--- src/rtl/rv32i_amo_sequencer.sv ---
// AMOADD.W sequencer: reads one memory word, adds rs2 through the shared ALU,
// writes the sum back and returns the old value to rd.
module rv32i_amo_sequencer #(
  parameter int MEM_TIMEOUT = 255
) (
  input  logic        clk,
  input  logic        rst,
  input  logic        amo_start,
  input  logic [31:0] amo_addr,
  input  logic [31:0] amo_rs2,
  input  logic [4:0]  amo_rd,
  output logic        stall,
  output logic        busy,
  output logic        alu_src,
  output logic        alu_a_sel,
  input  logic [31:0] alu_result,
  output logic        mem_req,
  output logic        mem_we,
  output logic [31:0] mem_addr,
  output logic [31:0] mem_wdata,
  input  logic        mem_ready,
  input  logic [31:0] mem_rdata,
  output logic        rd_we,
  output logic [4:0]  rd_waddr,
  output logic [31:0] rd_wdata,
  output logic        misalign_exc,
  output logic        bus_err
);

  typedef enum logic [2:0] {
    S_IDLE,
    S_RD,
    S_ADD,
    S_WR,
    S_DONE
  } state_t;

  // Last wait cycle index before an access is declared dead.
  localparam logic [7:0] WAIT_LAST = 8'(MEM_TIMEOUT - 1);

  state_t      state_q;
  state_t      state_d;
  logic [31:0] addr_q;
  logic [31:0] rs2_q;
  logic [4:0]  rd_q;
  logic [31:0] old_q;
  logic [31:0] new_q;
  logic [7:0]  wait_q;
  logic        misalign_q;
  logic        bus_err_q;
  logic        accept;
  logic        misalign_hit;
  logic        timeout_hit;

  always_ff @(posedge clk) begin
    if (rst) begin
      state_q <= S_IDLE;
    end else begin
      state_q <= state_d;
    end
  end

  always_comb begin
    state_d      = state_q;
    accept       = 1'b0;
    misalign_hit = 1'b0;
    timeout_hit  = 1'b0;
    case (state_q)
      S_IDLE: begin
        if (amo_start) begin
          if (amo_addr[1:0] != 2'b00) begin
            misalign_hit = 1'b1;
          end else begin
            accept  = 1'b1;
            state_d = S_RD;
          end
        end
      end
      S_RD: begin
        if (mem_ready) begin
          state_d = S_ADD;
        end else if (wait_q == WAIT_LAST) begin
          timeout_hit = 1'b1;
          state_d     = S_IDLE;
        end
      end
      S_ADD: begin
        state_d = S_WR;
      end
      S_WR: begin
        if (mem_ready) begin
          state_d = S_DONE;
        end else if (wait_q == WAIT_LAST) begin
          timeout_hit = 1'b1;
          state_d     = S_IDLE;
        end
      end
      S_DONE: begin
        state_d = S_IDLE;
      end
      default: begin
        state_d = S_IDLE;
      end
    endcase
  end

  // Operand latches, wait counter and the two exception pulses.
  always_ff @(posedge clk) begin
    if (rst) begin
      addr_q     <= '0;
      rs2_q      <= '0;
      rd_q       <= '0;
      old_q      <= '0;
      new_q      <= '0;
      wait_q     <= '0;
      misalign_q <= 1'b0;
      bus_err_q  <= 1'b0;
    end else begin
      misalign_q <= misalign_hit;
      bus_err_q  <= timeout_hit;
      if (accept) begin
        addr_q <= amo_addr;
        rs2_q  <= amo_rs2;
        rd_q   <= amo_rd;
      end
      if (state_q == S_RD && mem_ready) begin
        old_q <= mem_rdata;
      end
      if (state_q == S_ADD) begin
        new_q <= alu_result;
      end
      if (state_d != state_q) begin
        wait_q <= '0;
      end else if ((state_q == S_RD || state_q == S_WR) && !mem_ready) begin
        wait_q <= wait_q + 8'd1;
      end
    end
  end

  always_comb begin
    stall     = (state_q != S_IDLE);
    busy      = (state_q != S_IDLE);
    alu_src   = 1'b0;
    alu_a_sel = 1'b0;
    mem_req   = 1'b0;
    mem_we    = 1'b0;
    mem_addr  = '0;
    mem_wdata = '0;
    rd_we     = 1'b0;
    rd_waddr  = '0;
    rd_wdata  = '0;
    case (state_q)
      S_RD: begin
        mem_req  = 1'b1;
        mem_addr = addr_q;
      end
      S_ADD: begin
        alu_a_sel = 1'b1;
      end
      S_WR: begin
        mem_req   = 1'b1;
        mem_we    = 1'b1;
        mem_addr  = addr_q;
        mem_wdata = new_q;
      end
      S_DONE: begin
        rd_we    = (rd_q != 5'd0);
        rd_waddr = rd_q;
        rd_wdata = old_q;
      end
      default: begin
      end
    endcase
  end

  assign misalign_exc = misalign_q;
  assign bus_err      = bus_err_q;

  // The ALU reads rs2 straight from the frozen EX stage, so it must match the latched copy.
  rs2_held_during_add: assert property (
    @(posedge clk) disable iff (rst) (state_q == S_ADD) |-> (amo_rs2 == rs2_q)
  );

endmodule
--- config.mk ---
export PLATFORM = sky130hd
export DESIGN_NAME = rv32i_amo_sequencer
export DESIGN_NICKNAME = d
export VERILOG_FILES = /design/src/rtl/rv32i_amo_sequencer.sv
export SDC_FILE = /design/constraint.sdc
export NUM_CORES = 1
export LEC_CHECK = 0
export CAP_MARGIN = 20
export CORE_ASPECT_RATIO = 1.2
export CORE_MARGIN = 4
export CORE_UTILIZATION = 41
export DETAILED_ROUTE_END_ITERATION = 7
export PLACE_DENSITY = 0.81
export SKIP_CTS_REPAIR_TIMING = 1
export SYNTH_ARGS = -nofsm -noshare
export SYNTH_HDL_FRONTEND = slang
export SYNTH_SLANG_ARGS = --single-unit
--- constraint.sdc ---
create_clock -name clk -period 1.8 [get_ports clk]
set_input_delay 0.27 -clock clk [delete_from_list [all_inputs] [get_ports clk]]
set_output_delay 0.27 -clock clk [all_outputs]
set_load 0.02 [all_outputs]
* Yosys cells after proc, flatten, opt, wreduce, memory -nomap -nowiden
Index checks and enable logic that the tools add are counted.
Operators by class: add/subtract/negate cells 1, divide/modulo/power cells 0, eq/ne operators 6, $mul 0, order comparisons 0, shift operators 0, bitwise logic cells 3, muxes and demuxes 19, reductions and logical operators 12
Operator list (number):
- 2-to-1 mux 32 bit | 3
- 2-to-1 mux 3 bit | 5
- one-hot mux 3 bit (4 select lines) | 1
- 2-to-1 mux 1 bit | 9
- adder 8 x 1 -> 8 bit (second input constant) | 1
- == test 8 bit (second input constant) | 1
- == test 3 x 2 -> 1 bit (second input constant) | 2
- OR reduction 3 bit | 2
- 2-to-1 mux 5 bit | 1
- nonzero test 5 bit | 1
- OR reduction 2 bit | 2
- == test 3 x 1 -> 1 bit (second input constant) | 1
- == test 3 bit (second input constant) | 1
- logical NOT 3 bit | 1
- inequality test 3 bit | 1
- NOT 1 bit | 3
- nonzero test 3 bit | 1
- logical AND 1 bit | 2
- nonzero test 2 bit | 1
- logical NOT 1 bit | 1
- logical OR 1 bit | 1
Storage, ports and cells: memory bits (read-only) 0, bits in registers 114, bits in latches 0, word-level logic and storage cells 49, output and inout port bits 110, memory bits (writable) 0, memories 0

* Logic depth before layout (Yosys ltp)
Gate-level depths: netlist of run 1.
word-level depth 6, gate-level depth with buffers 7, mapped depth without buffers 6

* Least setup slack after synthesis of run 1
No wires, ideal clock.
kind register to output, start point register state_q[0], end point output mem_wdata[14], data arrival time 1.358 ns, data required time 1.530 ns, path slack 0.172 ns, buffers on the path 3, cell stages (with the launch flop) 6, cells stage by stage dfxtp_1 -> buf_4 -> nor2b_1 -> buf_2 -> clkbuf_1 -> and3_1
Between the ends: word-level cells in the longest chain between the ends 2
Ends and longest elaborated chain:
- from (decl) | line 41 | state_t state_q;
- from (signal assigned) | line 59 | state_q <= state_d;
- == test 3 x 2 -> 1 bit | line 152 | case (state_q)
- 2-to-1 mux 32 bit | line 152
- to (decl) | line 20 | output logic [31:0] mem_wdata,
No other way between the ends.

* Final worst setup path of run 1
start point register state_q[0], end point output mem_wdata[2]
Same word-level chain as after synthesis.

==> results of run 1 <==
==> report_power, final <==
part / internal, mW / switching [mW]
Combinational: 0.362 / 0.309
Clock: 2.70 / 1.11
Sequential: 2.60 / 0.0387
Total: 5.66 / 1.46
==> cells in the mapped netlist (2+ instances only) <==
| cell type | instances |
|---|---|
| buf_12 | 3 |
| nand3_1 | 6 |
| inv_1 | 2 |
| nand2_1 | 171 |
| and2_1 | 71 |
| a21oi_1 | 71 |
| dfxtp_1 | 114 |
| nand2_2 | 29 |
| or3_1 | 2 |
| nor3b_1 | 3 |
| nand4_1 | 3 |
| buf_6 | 2 |
| xor2_1 | 6 |
| nor3_1 | 2 |
| buf_4 | 10 |
| ha_1 | 2 |
| buf_2 | 8 |
| clkbuf_1 | 27 |
| clkbuf_2 | 3 |
| a21oi_2 | 29 |
| and3_1 | 35 |
| nor2_1 | 9 |
==> critical path, stage by stage (launching register included) <==
cell and delay [ns]:
dfxtp_4 0.38, nor2b_4 0.21, buf_12 0.15, clkbuf_16 0.15, and3_4 0.19, buf_6 0.11
==> layout make-up <==
cell class	count	area, µm²
well taps	161	201
inverters	4	20.0
clock buffers	22	474
clock inverters	10	203
fillers	1017	3940
repair buffers	246	2420
flip-flops and latches	114	2290
multi-input cells	457	2560
==> stage by stage <==
| stage | total power, mW | cell area, µm² |
|---|---|---|
| after floorplan | 2.98 | 5070 |
| after global placement | 3.29 | 7330 |
| after detailed placement | 3.31 | 7330 |
| after CTS | 7.15 | 8010 |
| after global routing | 7.37 | 8170 |
| final | 7.12 | 8170 |
==> state kept, by name (all words and copies together) (netlist names) <==
signal / cells
addr_q: 32
bus_err: 1
misalign_exc: 1
new_q: 32
old_q: 32
rd_q: 5
state_q: 3
wait_q: 8
==> logic make-up after synthesis <==
kind of cell             Yosys count  share of synthesized area (%)
XOR/XNOR                           7                           1.21
AND/OR/NAND/NOR                  338                           33.1
buffers and inverters             57                           6.59
AO/OA/AOI/OAI                    109                           13.5
adder cells (fa/ha/maj)            2                          0.493
other                              1                         0.0739
flip-flops                       114                           45.0
==> per-layer routing <==
layer  up-vias  GRT usage [%]
met1      2342           21.4
met2       165           37.4
li1       2447              -
met5         -              0
met3        30           6.19
met4         0           8.51
==> worst max path at each step <==
stage          startpoint            end
2_1_floorplan  state_q[0]  mem_wdata[14]
3_3_place_gp   state_q[2]   rd_wdata[15]
3_5_place_dp   state_q[2]   rd_wdata[21]
4_1_cts        state_q[2]   rd_wdata[21]
5_1_grt        state_q[0]  mem_wdata[19]
6_report       state_q[0]   mem_wdata[2]
==> impl_metrics.tcl, run 1 <==
set metrics [dict create \
    min_from "amo_addr[25]" \
    most-common-layout-cells "171 x nand2_1, 111 x dfxtp_1, 105 x clkdlybuf4s50_1" \
    numPortBuffers 213 \
    core_area_um2 12100 \
    grt_use_total_pct 20.4 \
    cts_buffer_depth 2 \
    r2r_start "state_q[2]" \
    violations "setup timing" \
    drtIter0Drc 220 \
    dieArea_um2 14200 \
    dp_hpwl_um 10400 \
    yosys_warnings 0 \
    grt_pass1_wl_um 23100 \
    grt_pass1_vias 4924 \
    grt_start_max_net_pins 107 \
    finalMaxSlewViolations 0 \
    worstHoldEndpoint "addr_q[25]" \
    drive_gt1_share_pct 30.8 \
    crit_type "reg2out" \
    setup-tns-final_ns -2.13 \
    synth_area_leader_cell "dfxtp_1" \
    hold_violations 0 \
    outcome "finished, violations left" \
    cts_num_sinks 114 \
    drc_errors 0 \
    wl_met1_um 5700 \
    layout_setup_ws_ns -0.0696 \
    areaGrowthSynthToFinish_pct 61.2 \
    startpoint_type "flip-flop" \
    cts-root-buf "clkbuf_16" \
    antenna_cells 0 \
    row_count 44 \
    vdd_drop_max_uv 546 \
    setup_violations 64 \
    rrSetupSlack_ns 0.14 \
    worstPathRequired_ns 1.53 \
    antenna_found_initial 0 \
    p_leak_nw 3.31 \
    hold_depth 3 \
    gp_congestion 0.768 \
    ys_seq_elements 114 \
    die_width_um 110 \
    dp.cells 973 \
    io_pins 247 \
    syn_area_per_cell_um2 8.08 \
    period_share_pct 104 \
    clk_latency_ns 0.40 \
    period_needed_ns 1.87 \
    drv_cap 0 \
    worstPathArrival_ns 1.60 \
    grt_overflow_total 0 \
    dp_slack_ns -0.226 \
    ys.flop_type "dfxtp_1" \
    cts_tree "done" \
    clkTransAtPathRegs_ns 0.05 \
    initial_core_util_pct 41.9 \
    synthesis.area_um2 5070 \
    worst_pin_slew_ns 0.578 \
    synth_nets 767 \
    cts_buffers 17 \
    rr_endpoint "addr_q[21]" \
    wl_um 15600 \
    maxUsedRoutingLayer "met4" \
    synth_area_leaders "dfxtp_1 45%, nand2_1 13%, and2_1 8.8%" \
    synth_cells 628 \
    post_drt_wl_per_cell_um 15.4 \
    stdcell_count 1014 \
    cts-htree-levels 4 \
    viasPerCell 4.92 \
    end_kind "output port" \
    first_pass_iters 4 \
    relSlewSlack_pct 61.5 \
    fp.dieH_um 130 \
    route.vias.total 4984 \
    rsz0062_at_grt "true" \
    hp-class "in2reg" \
    met2_length_um 8460 \
    layout.nets 979 \
    critPathMaxFanout 10 \
    wl_met3_um 1080 \
    reg2reg_depth 7 \
    power_density_nw_per_um2 871 \
    final_common_cell "nand2_1" \
    whs_ns 0.423 \
    fmax_mhz 535 \
    ys_seq_area_share_pct 45.0 \
    skew_ns 0.00601 \
    synth_edf_count 0 \
    synth.top_cell.area_share_pct 45.0 \
    postLayoutCoreUtil_pct 67.5 \
    ys_types 42 \
    drtAntennaViolNets 0 \
    async_flop_share_pct 0 \
]
Power figures use the tool's default switching activity.
==> run 2, diff against run 1 <==
--- a/config.mk
+++ b/config.mk
@@ -8,9 +8,9 @@
 export CAP_MARGIN = 20
 export CORE_ASPECT_RATIO = 1.2
 export CORE_MARGIN = 4
-export CORE_UTILIZATION = 41
+export CORE_UTILIZATION = 39
 export DETAILED_ROUTE_END_ITERATION = 7
-export PLACE_DENSITY = 0.81
+export PLACE_DENSITY = 0.78
 export SKIP_CTS_REPAIR_TIMING = 1
 export SYNTH_ARGS = -nofsm -noshare
 export SYNTH_HDL_FRONTEND = slang
==> impl_metrics.tcl, run 2 (synthesis results as in run 1) <==
set metrics [dict create \
    outcome "finished, violations left" \
    violations "setup timing" \
    areaGrowthSynthToFinish_pct 72.5 \
    grt_use_total_pct 18.8 \
    cts_buffer_depth 2 \
    power_density_nw_per_um2 789 \
    postLayoutCoreUtil_pct 69.0 \
    p_leak_nw 3.48 \
    hold_violations 0 \
    cts-htree-levels 4 \
    reg.largest.list "addr_q (32), new_q (32), old_q (32)" \
    drive_gt1_share_pct 40.1 \
    antenna_found_initial 0 \
    critPathMaxFanout 7 \
    dp.cells 976 \
    startpoint_type "flip-flop" \
    relSlewSlack_pct 63.5 \
    power_mw 6.90 \
    fmax_mhz 507 \
    drv_cap 0 \
    initial_core_util_pct 40.0 \
    cts_buffers 17 \
    layout.nets 994 \
    grt_pass1_wl_um 23100 \
    route.vias.total 5068 \
    die_width_um 112 \
    end_kind "output port" \
    crit_path_top_delay_cell "dfxtp_4" \
    grt_pass1_vias 4815 \
    period_share_pct 110 \
    crit_type "reg2out" \
    setup_violations 79 \
    slowest_delay_ns 0.37 \
    clk_latency_ns 0.40 \
    hp-class "in2reg" \
    grt_start_max_net_pins 107 \
    rsz0062_at_grt "true" \
    antenna_cells 0 \
    gp_congestion 0.789 \
    drc_errors 0 \
    vdd_drop_max_uv 659 \
    grt_overflow_total 0 \
    skew_ns 0.00666 \
    first_pass_iters 5 \
    cts_tree "done" \
    timing.critical_path.cells "nor3b_4 > buf_4 > clkbuf_16 > and2_1 > clkbuf_2" \
    setup-tns-final_ns -6.23 \
    dieArea_um2 14900 \
    viasPerCell 4.91 \
    clkTransAtPathRegs_ns 0.05 \
    whs_ns 0.417 \
    worst_pin_slew_ns 0.548 \
    final_common_cell "nand2_1" \
    fp.dieH_um 133 \
    worstPathRequired_ns 1.53 \
    dp_hpwl_um 10300 \
    stdcell_count 1032 \
    row_count 45 \
    drtAntennaViolNets 0 \
    core_area_um2 12700 \
    wl_um 16600 \
    post_drt_wl_per_cell_um 16.1 \
    cts-root-buf "clkbuf_16" \
    layout_setup_ws_ns -0.173 \
    numPortBuffers 213 \
    worstPathArrival_ns 1.70 \
    cts_num_sinks 114 \
    most-common-layout-cells "171 x nand2_1, 111 x dfxtp_1, 107 x buf_6" \
    period_needed_ns 1.97 \
    io_pins 247 \
    finalMaxSlewViolations 0 \
    drtIter0Drc 263 \
]
## run 2: changes by cell type in the layout (fill, tap and decap cells not counted), sizes merged
cell,delta
buf,+13
dlymetal6s2s,+1
clkinv,+3
bufinv,-2
## run 2: final timing paths
path	from	to	slack (ns)	cells after the start
setup / recovery	state_q[2]	rd_wdata[25]	-0.17	5
hold / removal	mem_rdata[13]	old_q[13]	0.42	3
setup reg to reg	state_q[1]	new_q[0]	0.10	6
hold reg to reg	old_q[13]	old_q[13]	0.45	2
## run 2: critical path: cells and delay by family (launching register included)
family | cells | cell delay, ns
DFF | 1 | 0.37
and+or+nand+nor | 2 | 0.44
buffers and inverters | 3 | 0.50
## run 2: report_power, final
part / leakage [nW] / switching [mW] / total, mW / internal [mW]
Combinational: 2.25 / 0.331 / 0.732 / 0.401
Clock: 0.312 / 1.12 / 3.53 / 2.41
Sequential: 0.925 / 0.0431 / 2.64 / 2.60
## run 2: layout make-up
cell class | count | area, µm²
flip-flops and latches | 114 | 2290
clock buffers | 21 | 470
repair buffers | 261 | 2810
multi-input cells | 457 | 2790
well taps | 164 | 205
inverters | 4 | 20.0
fillers | 960 | 3920
clock inverters | 11 | 158
## run 2: layer usage
layer,share of wire [%],GRT usage [%],up-vias
li1,-,-,2487
met5,0,0,-
met4,3.0,6.95,0
met1,38,20.7,2383
met2,52,33.2,166
met3,6.5,6.59,32
## run 2: metrics by stage
step	instance area (µm²)	worst slack [ns]
2_1_floorplan	5070	0.172
3_3_place_gp	7350	-0.129
3_5_place_dp	7350	-0.160
4_1_cts	7980	-0.602
5_1_grt	8750	-0.239
6_report	8750	-0.173
==> run 3, diff against run 2 <==
--- a/config.mk
+++ b/config.mk
@@ -10,6 +10,7 @@
 export CORE_MARGIN = 4
 export CORE_UTILIZATION = 39
 export DETAILED_ROUTE_END_ITERATION = 7
+export GPL_ROUTABILITY_DRIVEN = 0
 export PLACE_DENSITY = 0.78
 export SKIP_CTS_REPAIR_TIMING = 1
 export SYNTH_ARGS = -nofsm -noshare
==> results of run 3 <==
Same layout as run 2: the final DEF is identical, and so are final timing and power.
